**config.mk**
```make
export PLATFORM = sky130hd
export DESIGN_NAME = instruction_loader
export DESIGN_NICKNAME = d
export VERILOG_FILES = /design/src/rtl/instruction_loader.sv
export SDC_FILE = /design/constraint.sdc
export NUM_CORES = 1
export LEC_CHECK = 0
export ABC_AREA = 1
export BUFFER_PORTS_ARGS = -buffer_cell sky130_fd_sc_hd__buf_2
export CAP_MARGIN = 20
export CORE_UTILIZATION = 35
export CTS_BUF_LIST = sky130_fd_sc_hd__clkbuf_8 sky130_fd_sc_hd__clkbuf_16
export CTS_CLUSTER_DIAMETER = 200
export DETAILED_ROUTE_END_ITERATION = 8
export SYNTH_ARGS = -nofsm -noshare
export SYNTH_HDL_FRONTEND = slang
export SYNTH_SLANG_ARGS = --single-unit
```
**constraint.sdc**
```tcl
create_clock -name clk -period 2.73 [get_ports clk]
set_clock_uncertainty 0.1 [all_clocks]
set_input_delay 0.1365 -clock clk [delete_from_list [all_inputs] [get_ports clk]]
set_output_delay 0.1365 -clock clk [all_outputs]
set_load 0.01 [all_outputs]
```
**src/rtl/instruction_loader.sv**
```systemverilog
// instruction_loader: boot-time byte-stream to instruction-memory writer.
// Assembles little-endian words and holds the core until the load is done.
//   clk, reset         : clock, async active-high reset
//   start, num_words   : begin a load of num_words (clamped to DEPTH)
//   byte_valid/ready   : byte handshake, byte_data is the payload
//   mem_we/waddr/wdata : one-cycle word write to instruction memory
//   cpu_hold           : core reset, released only in DONE
//   busy, done         : load in progress / load complete
//   words_written      : words committed in the current load
module instruction_loader #(
  parameter int DEPTH  = 256,
  parameter int ADDR_W = $clog2(DEPTH)
) (
  input  logic              clk,
  input  logic              reset,
  input  logic              start,
  input  logic [ADDR_W:0]   num_words,
  input  logic              byte_valid,
  input  logic [7:0]        byte_data,
  output logic              byte_ready,
  output logic              mem_we,
  output logic [ADDR_W-1:0] mem_waddr,
  output logic [31:0]       mem_wdata,
  output logic              cpu_hold,
  output logic              busy,
  output logic              done,
  output logic [ADDR_W:0]   words_written
);

  localparam logic [1:0] S_IDLE  = 2'd0;
  localparam logic [1:0] S_RECV  = 2'd1;
  localparam logic [1:0] S_WRITE = 2'd2;
  localparam logic [1:0] S_DONE  = 2'd3;

  localparam logic [ADDR_W:0] MAXW = (ADDR_W+1)'(DEPTH);
  localparam logic [ADDR_W:0] ONE  = (ADDR_W+1)'(1);

  logic [1:0]      state;
  logic [1:0]      byte_idx;
  logic [23:0]     asm_q;
  logic [ADDR_W:0] target;
  logic [ADDR_W:0] clamp;
  logic [ADDR_W:0] ww_nxt;

  // Clamping to DEPTH keeps the last write at DEPTH-1, so no wrap.
  assign clamp  = (num_words > MAXW) ? MAXW : num_words;
  assign ww_nxt = words_written + ONE;

  // All handshake/status outputs decode state only.
  assign byte_ready = (state == S_RECV);
  assign mem_we     = (state == S_WRITE);
  assign busy       = (state == S_RECV) || (state == S_WRITE);
  assign done       = (state == S_DONE);
  assign cpu_hold   = (state != S_DONE);

  always_ff @(posedge clk or posedge reset) begin
    if (reset) begin
      state         <= S_IDLE;
      byte_idx      <= 2'd0;
      asm_q         <= '0;
      target        <= '0;
      words_written <= '0;
      mem_waddr     <= '0;
      mem_wdata     <= '0;
    end else begin
      unique case (state)
        S_IDLE, S_DONE: begin
          if (start) begin
            target        <= clamp;
            words_written <= '0;
            byte_idx      <= 2'd0;
            state         <= (clamp == '0) ? S_DONE : S_RECV;
          end
        end
        S_RECV: begin
          if (byte_valid) begin
            byte_idx <= byte_idx + 2'd1;
            unique case (byte_idx)
              2'd0: asm_q[7:0]   <= byte_data;
              2'd1: asm_q[15:8]  <= byte_data;
              2'd2: asm_q[23:16] <= byte_data;
              2'd3: begin
                // Word address is the running count; the
                // write registers hold until the next word.
                mem_wdata <= {byte_data, asm_q};
                mem_waddr <= words_written[ADDR_W-1:0];
                state     <= S_WRITE;
              end
              default: ;
            endcase
          end
        end
        S_WRITE: begin
          words_written <= ww_nxt;
          byte_idx      <= 2'd0;
          state         <= (ww_nxt == target) ? S_DONE : S_RECV;
        end
        default: state <= S_IDLE;
      endcase
    end
  end

endmodule

```
==> flow_metrics.py, run 1 <==
metrics = {
    "global_route": {
        "grt_pass1_vias": 2673,
        "grt.total_usage_pct": 15.4,
        "grt_max_degree": 46,
        "grt_pass1_wl_mm": 13.1,
        "grt-ovfl-total": 0,
        "grt_antenna_before_repair": 0,
    },
    "synthesis": {
        "synth.top_cells.by_area": "dfrtp_1 59%, nand2_1 9.5%, o21ai_0 7.1%, mux2_2 5.2%, inv_1 4.3%",
        "synth_fp_nets": 407,
        "synth_seq_cells": 86,
        "synth_cell_type_count": 23,
        "synth_edf_count": 0,
        "synth.avg_cell_area_um2": 9.75,
        "synth_top_area_share_pct": 58.5,
        "yosys_most_used_dff": "dfrtp_1",
        "async_reset_ff_share_pct": 100,
        "ys_seq_area_share_pct": 58.5,
        "syn_inst": 377,
        "synth_common_cells": "93 x nand2_1, 86 x dfrtp_1, 52 x o21ai_0",
        "synth_area_mm2": 0.00368,
        "yosys.area.top_type": "dfrtp_1",
        "ys_warn_count": 0,
        "yosysMostFrequentCell": "nand2_1",
    },
    "cells_and_area": {
        "layout-drive-gt1-share_pct": 25.5,
        "fillers": 1003,
        "diodes": 0,
        "nets": 495,
        "stdcell_count": 606,
        "area_delta_synth_final_pct": 22.6,
    },
    "flow_run": {
        "maxCapViolCount": 0,
    },
    "sta": {
        "period_share_pct": 79.5,
        "max_freq_ghz": 0.461,
        "rsz0062_at_grt": "false",
        "setup_viol": 0,
        "final_max_slew_viol_count": 0,
        "worstMarginPinSlew_ps": 757,
        "fin_crit_ps": 2170,
        "final_hold_viol_count": 0,
        "slew_headroom_pct": 49.4,
        "totalNegativeSetupSlack_ps": 0,
    },
    "clocking": {
        "root_buffer": "clkbuf_8",
        "cts_sinks": 86,
        "clock_path_buffers": 2,
        "clk_pin_slew_ps": 100,
        "insertion_delay_ps": 350,
        "cts_tree": "built",
        "numCtsBuffers": 9,
        "htreeDepth": 3,
        "cts_setup_buffers": 0,
    },
    "detailed_routing": {
        "drt_wl_total_mm": 7.84,
        "first_pass_iters": 4,
        "vias_per_cell": 4.59,
        "detail-route-antenna-nets": 0,
        "drt_iter0_drc": 147,
        "route.detailed.drc": 0,
        "vias": 2780,
        "wl_per_cell_um": 12.9,
    },
    "run_status": {
        "status": "completed",
    },
    "place": {
        "port_buffers": 74,
        "gp_congestion": 0.798,
        "dp_hpwl_mm": 5.68,
        "dp.cells": 580,
    },
    "worst_hold_path": {
        "hp-class": "input pin to flop",
    },
    "floorplanning": {
        "die_x_um": 104,
        "initial_core_util_pct": 35.9,
        "die-area_mm2": 0.0109,
        "io_pins": 75,
        "core_area_mm2": 0.0102,
        "die_h_um": 104,
        "rows": 37,
    },
    "pwr": {
        "peakVddDrop_uv": 391,
        "leakage_uw": 0.00238,
        "p_per_area_mw_per_mm2": 804,
        "p_total_uw": 3620,
    },
    "critical_path": {
        "worst_ep_arrival_time_ps": 2370,
        "required_ps": 2930,
        "critPathMaxFanout": 5,
        "critPathLaunchType": "flop",
        "worstSetupEndpointType": "flop",
        "worstSetupPathType": "flop to flop",
    },
}
[cell type report]
cell class                      count  area [um2]  area share [%]
Tap cell                          136         170            3.78
Multi-Input combinational cell    237        1310            29.2
Clock inverter                      7        73.8            1.64
Clock buffer                        9         124            2.75
Sequential cell                    86        2150            47.8
Inverter                           44         166            3.69
Timing Repair Buffer               87         505            11.2
[timing repair]
| item | in CTS | in global routing |
|---|---|---|
| resized for setup | 0 | 0 |
| hold endpoints to repair | 49 | 0 |
| hold buffers | 10 | 0 |
[metal layers]
metal / wire length [um] / up-vias / track usage, %
met2: 3630 / 78 / 23.7
met4: 58 / 0 / 4.29
met5: 0 / - / 0
met1: 3750 / 1295 / 21.5
met3: 397 / 6 / 3.95
li1: - / 1401 / -
[per-stage QoR]
stage | hold WS, ps | worst slack, ps | util [%] | instance area [um2]
after floorplan | 146 | 272 | - | 3680
after global placement | 193 | 731 | 41.1 | 4210
after detailed placement | 196 | 651 | 41.1 | 4210
after CTS | 19.9 | 524 | 44.0 | 4510
after global routing | 13.7 | 380 | 44.0 | 4510
final | 13.3 | 561 | 44.0 | 4510
[placed cells by master, fill, tap and decap left out, drive strengths merged]
| master | n |
|---|---|
| and2 | 1 |
| inv | 48 |
| ha | 9 |
| dlygate4sd3 | 10 |
| or2 | 1 |
| mux2 | 24 |
| clkbuf | 9 |
| o21ai | 54 |
| a21oi | 4 |
| nor4 | 2 |
| nand2 | 95 |
| dfrtp | 86 |
| o22ai | 10 |
| nand3 | 21 |
| buf | 77 |
| nor2 | 15 |
| o21bai | 1 |
| clkinv | 3 |
[final timing paths]
check | start | to | slack, ps | depth (start not counted)
min | num_words[8] | target[8]$_DFFE_PP0P_ | 10 | 3
max in group asynchronous | reset | words_written[2]$_DFFE_PP0P_ | 1520 | 4
min reg2reg | mem_wdata[24]$_DFFE_PP0P_ | mem_wdata[24]$_DFFE_PP0P_ | 390 | 2
min in group asynchronous | reset | asm_q[20]$_DFFE_PP0P_ | 330 | 3
max reg2reg | state[0]$_DFFE_PP0P_ | target[0]$_DFFE_PP0P_ | 560 | 7
max | state[0]$_DFFE_PP0P_ | target[0]$_DFFE_PP0P_ | 560 | 7
[where the power goes]
group	total, uW	internal (uW)	switching (uW)
combinational	973	377	596
sequential	1770	1590	182
clock	879	363	517
[worst max-delay path, cell delays in order (launching register included)]
cell           delay, ps
dfrtp_1              440
inv_1                 60
ha_1                 360
nand2_1              170
nor2_1               300
nand2_1               70
dlygate4sd3_1        560
nand2_1               50
[cells by family (layout without fill, tap and decap cells)]
logic type	count (synthesis)	in the layout	share of synthesized area [%]
AO/OA/AOI/OAI	69	69	9.80
AND/OR/NAND/NOR	135	135	15.5
buffers and inverters	54	147	5.79
multiplexers	24	24	7.35
flip-flops	86	86	58.5
adder cells (fa/ha/maj)	9	9	3.06
[sequential cells by signal (all words and copies together) (netlist names)]
signal	cells
mem_wdata	32
asm_q	24
words_written	9
target	9
byte_idx	2
state	2
mem_waddr	8
Note: power is estimated with default switching activity, not from simulation.
==> run 2, diff against run 1 <==
- ABC_AREA: 1 -> 0
- clock period: 2.73 -> 2 ns (I/O delays scaled with it)
==> run 2 against run 1 <==
Compared with the run above: via count down 1.0%; clock power rose by 40%; core utilization up 2.3 points; routed wire length grew 7.5%; synthesized area increased by 6.5%.
==> flow_metrics.py, run 2 <==
metrics = {
    "run_status": {
        "status": "completed",
    },
    "cells_and_area": {
        "top_register": "mem_wdata",
        "nets": 452,
        "largest_reg_flops": 32,
        "diodes": 0,
        "reg_top3": "mem_wdata x32, asm_q x24",
        "layout-drive-gt1-share_pct": 44.5,
        "stdcell_count": 567,
        "final_common_cell": "dfrtp_1",
        "final_cell_mix": "86 x dfrtp_1, 74 x buf_2, 67 x mux2_2, 26 x dlygate4sd3_1, 20 x nand2_1",
        "area_delta_synth_final_pct": 29.0,
    },
    "synthesis": {
        "synth_top_area_share_pct": 55.0,
        "synth_seq_cells": 86,
        "synth_common_cells": "86 x dfrtp_1, 67 x mux2_2, 21 x nand2_1",
        "async_reset_ff_share_pct": 100,
        "synth.top_cells.by_area": "dfrtp_1 55%, mux2_2 19%, ha_1 2.9%, nand2_1 2.0%, xnor2_1 1.8%",
        "syn_inst": 305,
        "synth_cell_type_count": 43,
        "synth_fp_nets": 335,
        "synth.avg_cell_area_um2": 12.8,
        "yosysMostFrequentCell": "dfrtp_1",
        "ys_warn_count": 0,
        "synth_edf_count": 0,
        "yosys.area.top_type": "dfrtp_1",
        "yosys_most_used_dff": "dfrtp_1",
        "synth_area_mm2": 0.00391,
        "ys_seq_area_share_pct": 55.0,
    },
    "place": {
        "gp_congestion": 0.837,
        "dp_hpwl_mm": 5.77,
        "port_buffers": 74,
        "dp.cells": 522,
    },
    "pwr": {
        "p_sw_uw": 2130,
        "swShare_pct": 34.0,
        "clock_power_share_pct": 19.6,
        "p_per_area_mw_per_mm2": 1240,
        "leakage_uw": 0.00256,
        "internal_power_uw": 4120,
        "p_total_uw": 6250,
        "peakVddDrop_uv": 670,
        "power_frac_seq_pct": 43.0,
        "share_comb_of_total_power_pct": 37.3,
    },
    "clocking": {
        "clk_pin_slew_ps": 90,
        "clock_path_buffers": 2,
        "cts_tree": "built",
        "cts_sinks": 86,
        "htreeDepth": 3,
        "numCtsBuffers": 9,
        "insertion_delay_ps": 360,
        "root_buffer": "clkbuf_8",
    },
    "detailed_routing": {
        "wl_per_cell_um": 14.9,
        "top_layer": "met4",
        "dr_wl_met3_um": 378,
        "met2_length_mm": 4.36,
        "vias_per_cell": 4.85,
        "first_pass_iters": 4,
        "vias": 2752,
        "detail-route-antenna-nets": 0,
        "drt_iter0_drc": 81,
        "drt_wl_total_mm": 8.42,
        "route.detailed.drc": 0,
        "met1_length_mm": 3.57,
    },
    "global_route": {
        "grt_pass1_wl_mm": 13.7,
        "grt.total_usage_pct": 15.6,
        "grt-ovfl-total": 0,
        "grt_pass1_vias": 2823,
        "grt_max_degree": 87,
        "grt_antenna_before_repair": 0,
    },
    "floorplanning": {
        "io_pins": 75,
        "initial_core_util_pct": 35.9,
        "die_h_um": 108,
        "die_x_um": 108,
        "die-area_mm2": 0.0116,
        "rows": 38,
        "core_area_mm2": 0.0109,
    },
    "sta": {
        "final_max_slew_viol_count": 0,
        "max_freq_ghz": 0.528,
        "worstMarginPinSlew_ps": 629,
        "totalNegativeSetupSlack_ps": 0,
        "slew_headroom_pct": 57.8,
        "holdWs_ps": 51.1,
        "setup_viol": 0,
        "fin_crit_ps": 1890,
        "period_share_pct": 94.7,
        "final_hold_viol_count": 0,
    },
    "worst_hold_path": {
        "hp-class": "input pin to flop",
        "hp-start": "byte_valid",
        "hold_depth": 3,
        "min_to": "byte_idx[0]$_DFFE_PP0P_",
    },
    "critical_path": {
        "worstReg2RegEnd": "state[1]$_DFFE_PP0P_",
        "critPathMaxFanout": 8,
        "timing.rr.start": "words_written[0]$_DFFE_PP0P_",
        "required_ps": 2170,
        "worst_ep_arrival_time_ps": 2060,
        "rrSetupSlack_ps": 110,
        "worstSetupPathType": "flop to flop",
        "rr_worst_depth": 6,
        "worstSetupEndpointType": "flop",
        "critPathLaunchType": "flop",
    },
    "flow_run": {
        "maxCapViolCount": 0,
    },
}
## run 2: cell count changes in the layout (fill, tap and decap cells not counted), sizes merged, moves of 16 or more
cell and delta:
buf +19, dlygate4sd3 +16, inv -37, mux2 +43, nand2 -74, o21ai -40
## run 2: critical path, cell delays in order (launching register included)
cell and delay (ps):
dfrtp_1 440, buf_4 190, a21bo_2 210, a211o_1 270, a211oi_2 220, o221ai_1 160
o31ai_2 220
## run 2: layer usage
layer | track usage (%) | vias up
met4 | 5.48 | 0
met1 | 18.0 | 1356
met2 | 27.9 | 78
li1 | - | 1308
met5 | 0 | -
met3 | 4.06 | 10
## run 2: how the worst max path moves through the flow
stage	from	endpoint	slack, ps	depth (start not counted)
floorplan	state[0]$_DFFE_PP0P_	state[1]$_DFFE_PP0P_	-20	9
global placement	state[0]$_DFFE_PP0P_	state[1]$_DFFE_PP0P_	140	7
detailed placement	state[0]$_DFFE_PP0P_	state[1]$_DFFE_PP0P_	50	7
CTS	state[0]$_DFFE_PP0P_	state[1]$_DFFE_PP0P_	50	7
global route	words_written[0]$_DFFE_PP0P_	state[1]$_DFFE_PP0P_	-20	6
finish	words_written[0]$_DFFE_PP0P_	state[1]$_DFFE_PP0P_	110	6
## run 2: cells by family (layout without fill, tap and decap cells)
group / count (synthesis) / count (layout) / synth area share, %
adder cells (fa/ha/maj): 9 / 9 / 2.88
buffers and inverters: 25 / 147 / 3.48
multiplexers: 71 / 71 / 20.3
flip-flops: 86 / 86 / 55.0
AND/OR/NAND/NOR: 61 / 61 / 7.99
AO/OA/AOI/OAI: 41 / 41 / 7.67
XOR/XNOR: 12 / 12 / 2.69
## run 2: what timing repair did
item	in CTS	in global routing
hold endpoints to repair	128	0
endpoints found under the setup margin	0	1
gates resized for setup	0	3
hold buffers	26	0
setup buffers	0	3
## run 2: power groups by stage
stage	logic, uW	registers [uW]	clock network [uW]
floorplan	1440	2760	0
global placement	2190	2710	0
detailed placement	2260	2740	0
CTS	2300	2700	1280
global route	2610	2770	1350
finish	2330	2690	1230
## run 2: layout make-up
cell class | count | area [um2]
fillers | 1023 | 5840
flip-flops and latches | 86 | 2150
multi-input cells | 194 | 1640
repair buffers | 122 | 850
well taps | 140 | 175
clock buffers | 9 | 124
clock inverters | 7 | 73.8
inverters | 9 | 37.5
## run 2: stage by stage
step           utilization [%]  instance area (um2)  worst slack [ps]
6_report                  46.4                 5050               106
3_3_place_gp              41.9                 4560               137
5_1_grt                   46.4                 5050             -22.8
2_1_floorplan                -                 3920             -16.9
3_5_place_dp              41.9                 4560              48.8
4_1_cts                   46.1                 5020              46.4
==> run 3, diff against run 2 <==
- CAP_MARGIN: 20 -> default
- GPL_TIMING_DRIVEN: default -> 0
==> run 3 against run 2 <==
Compared with the run above: maximum frequency fell by 1.1%; worst hold slack worse by 5.8 ps; critical endpoint is now words_written[5]$_DFFE_PP0P_; setup slack got worse by 21 ps; clock-buffer cell count unchanged; via count fell by 0.36%; flip-flop and latch count unchanged; clock power hardly changed; sequential share of layout area is 0.42 points higher.
==> flow_metrics.py, run 3 (synthesis results as in run 2) <==
metrics = {
    "pwr": {
        "p_total_uw": 6310,
        "leakage_uw": 0.00251,
        "p_per_area_mw_per_mm2": 1260,
        "peakVddDrop_uv": 934,
    },
    "cells_and_area": {
        "reg_top3": "mem_wdata x32, asm_q x24",
        "area_delta_synth_final_pct": 27.8,
        "fin_util_pct": 46.0,
        "layout-drive-gt1-share_pct": 47.0,
        "nets": 445,
        "diodes": 0,
        "final_cell_mix": "85 x dfrtp_1, 74 x buf_2, 67 x mux2_2, 18 x dlygate4sd3_1, 17 x nand2_1",
        "final_common_cell": "dfrtp_1",
        "fillers": 1032,
        "top_register": "mem_wdata",
        "largest_reg_flops": 32,
    },
    "critical_path": {
        "worst_ep_arrival_time_ps": 2060,
        "critPathLaunchType": "flop",
        "slowest_delay_ps": 450,
        "required_ps": 2150,
        "critPathBufInv": 1,
        "worstSetupPathType": "flop to flop",
        "cp_slowest_cell": "dfrtp_2",
        "crit_family": "compound AO/OA/AOI/OAI gates",
        "timing.rr.start": "state[1]$_DFFE_PP0P_",
        "critPathMaxFanout": 7,
        "critPathLaunch": "state[1]$_DFFE_PP0P_",
        "path_cells": "ha_4 > buf_6 > nand2b_1 > o21ai_1 > a22o_2",
        "worstSetupEndpointType": "flop",
    },
    "detailed_routing": {
        "wl_per_cell_um": 15.2,
        "drt_wl_total_mm": 8.48,
        "route.detailed.drc": 0,
        "detail-route-antenna-nets": 0,
        "vias": 2742,
        "first_pass_iters": 4,
        "drt_iter0_drc": 88,
        "vias_per_cell": 4.91,
    },
    "floorplanning": {
        "die_x_um": 108,
        "initial_core_util_pct": 35.9,
        "die-area_mm2": 0.0116,
        "io_pins": 75,
        "die_h_um": 108,
        "core_area_mm2": 0.0109,
        "rows": 38,
    },
    "clocking": {
        "insertion_delay_ps": 360,
        "htreeDepth": 3,
        "clk_pin_slew_ps": 80,
        "cts_sinks": 86,
        "clock_path_buffers": 2,
        "numCtsBuffers": 9,
        "cts_tree": "built",
        "root_buffer": "clkbuf_8",
    },
    "flow_run": {
        "maxCapViolCount": 0,
    },
    "place": {
        "dp_hpwl_mm": 5.98,
        "port_buffers": 73,
        "gp_congestion": 0.803,
    },
    "global_route": {
        "grt-ovfl-total": 0,
        "grt.total_usage_pct": 15.7,
        "grt_antenna_before_repair": 0,
        "grt_pass1_vias": 2759,
        "grt_pass1_wl_mm": 13.7,
        "grt_max_degree": 39,
    },
    "sta": {
        "final_max_slew_viol_count": 0,
        "final_hold_viol_count": 0,
        "rsz0062_at_grt": "false",
        "holdWs_ps": 45.3,
        "period_share_pct": 95.8,
        "slew_headroom_pct": 60.3,
        "setup_viol": 0,
        "worstMarginPinSlew_ps": 591,
        "fin_crit_ps": 1920,
        "max_freq_ghz": 0.522,
    },
    "worst_hold_path": {
        "hp-start": "byte_valid",
        "hp-class": "input pin to flop",
    },
    "run_status": {
        "status": "completed",
    },
}
-- run 3: cell count changes in the layout (fill, tap and decap cells not counted), moves of 3 or more --
cell           previous run  this run
buf_4                    17         9
dlygate4sd3_1            26        18
nand2_1                  20        17
nand2_2                   1         4
buf_6                     1         8
clkbuf_1                  0         3
-- run 3: what timing repair did --
action / in CTS / in global routing
endpoints found under the hold margin: 89 / 0
endpoints found under the setup margin: 67 / 72
pin swaps: 0 / 4
cloned: 0 / 0
hold buffers: 18 / 0
buffers inserted: 3 / 5
gates resized for setup: 7 / 15
-- run 3: layout make-up --
class,count,area [um2],share of cell area [%]
flip-flops and latches,86,2150,43.0
multi-input cells,194,1680,33.5
repair buffers,101,646,12.9
well taps,140,175,3.50
clock buffers,9,124,2.48
plain buffers,14,119,2.38
clock inverters,6,71.3,1.43
inverters,9,37.5,0.750
-- run 3: per-layer routing --
layer | vias to the layer above | track usage (%) | wire length (um) | share of wire (%)
met1 | 1366 | 18.8 | 3700 | 44
met5 | - | 0 | 0 | 0
met2 | 67 | 27.2 | 4320 | 51
li1 | 1301 | - | - | -
met3 | 8 | 4.96 | 396 | 4.7
met4 | 0 | 3.82 | 59 | 0.70
-- run 3: stage by stage --
step	TNS, ps	setup WS [ps]	cell area [um2]	std cells
detailed placement	-4440	-155	4500	520
floorplan	-16.9	-16.9	3920	305
global placement	-1960	-121	4460	518
finish	0	84.9	5000	559
CTS	-2710	-114	4920	556
global route	0	9.52	5000	559
-- run 3: path summary, 6_finish.rpt --
path                                           endpoint  slack [ps]  cells after the start
max reg2reg                words_written[5]$_DFFE_PP0P_          80                      5
min                             byte_idx[0]$_DFFE_PP0P_          50                      3
max                        words_written[5]$_DFFE_PP0P_          80                      5
min reg2reg                   mem_wdata[14]$_DFFE_PP0P_         400                      1
max in group asynchronous         asm_q[21]$_DFFE_PP0P_         840                      5
min in group asynchronous         target[6]$_DFFE_PP0P_         190                      3
-- run 3: where the power goes --
group          switching, uW  internal [uW]  leakage, uW
clock                    648            579    0.0000919
sequential               360           2330      0.00114
combinational           1160           1230      0.00129
total                   2170           4140      0.00251
-- run 3: tightest hold or removal path: cells and delay by family --
family	cells	cell delay, ps
AO/OA/AOI/OAI	2	260
buffers and inverters	1	110
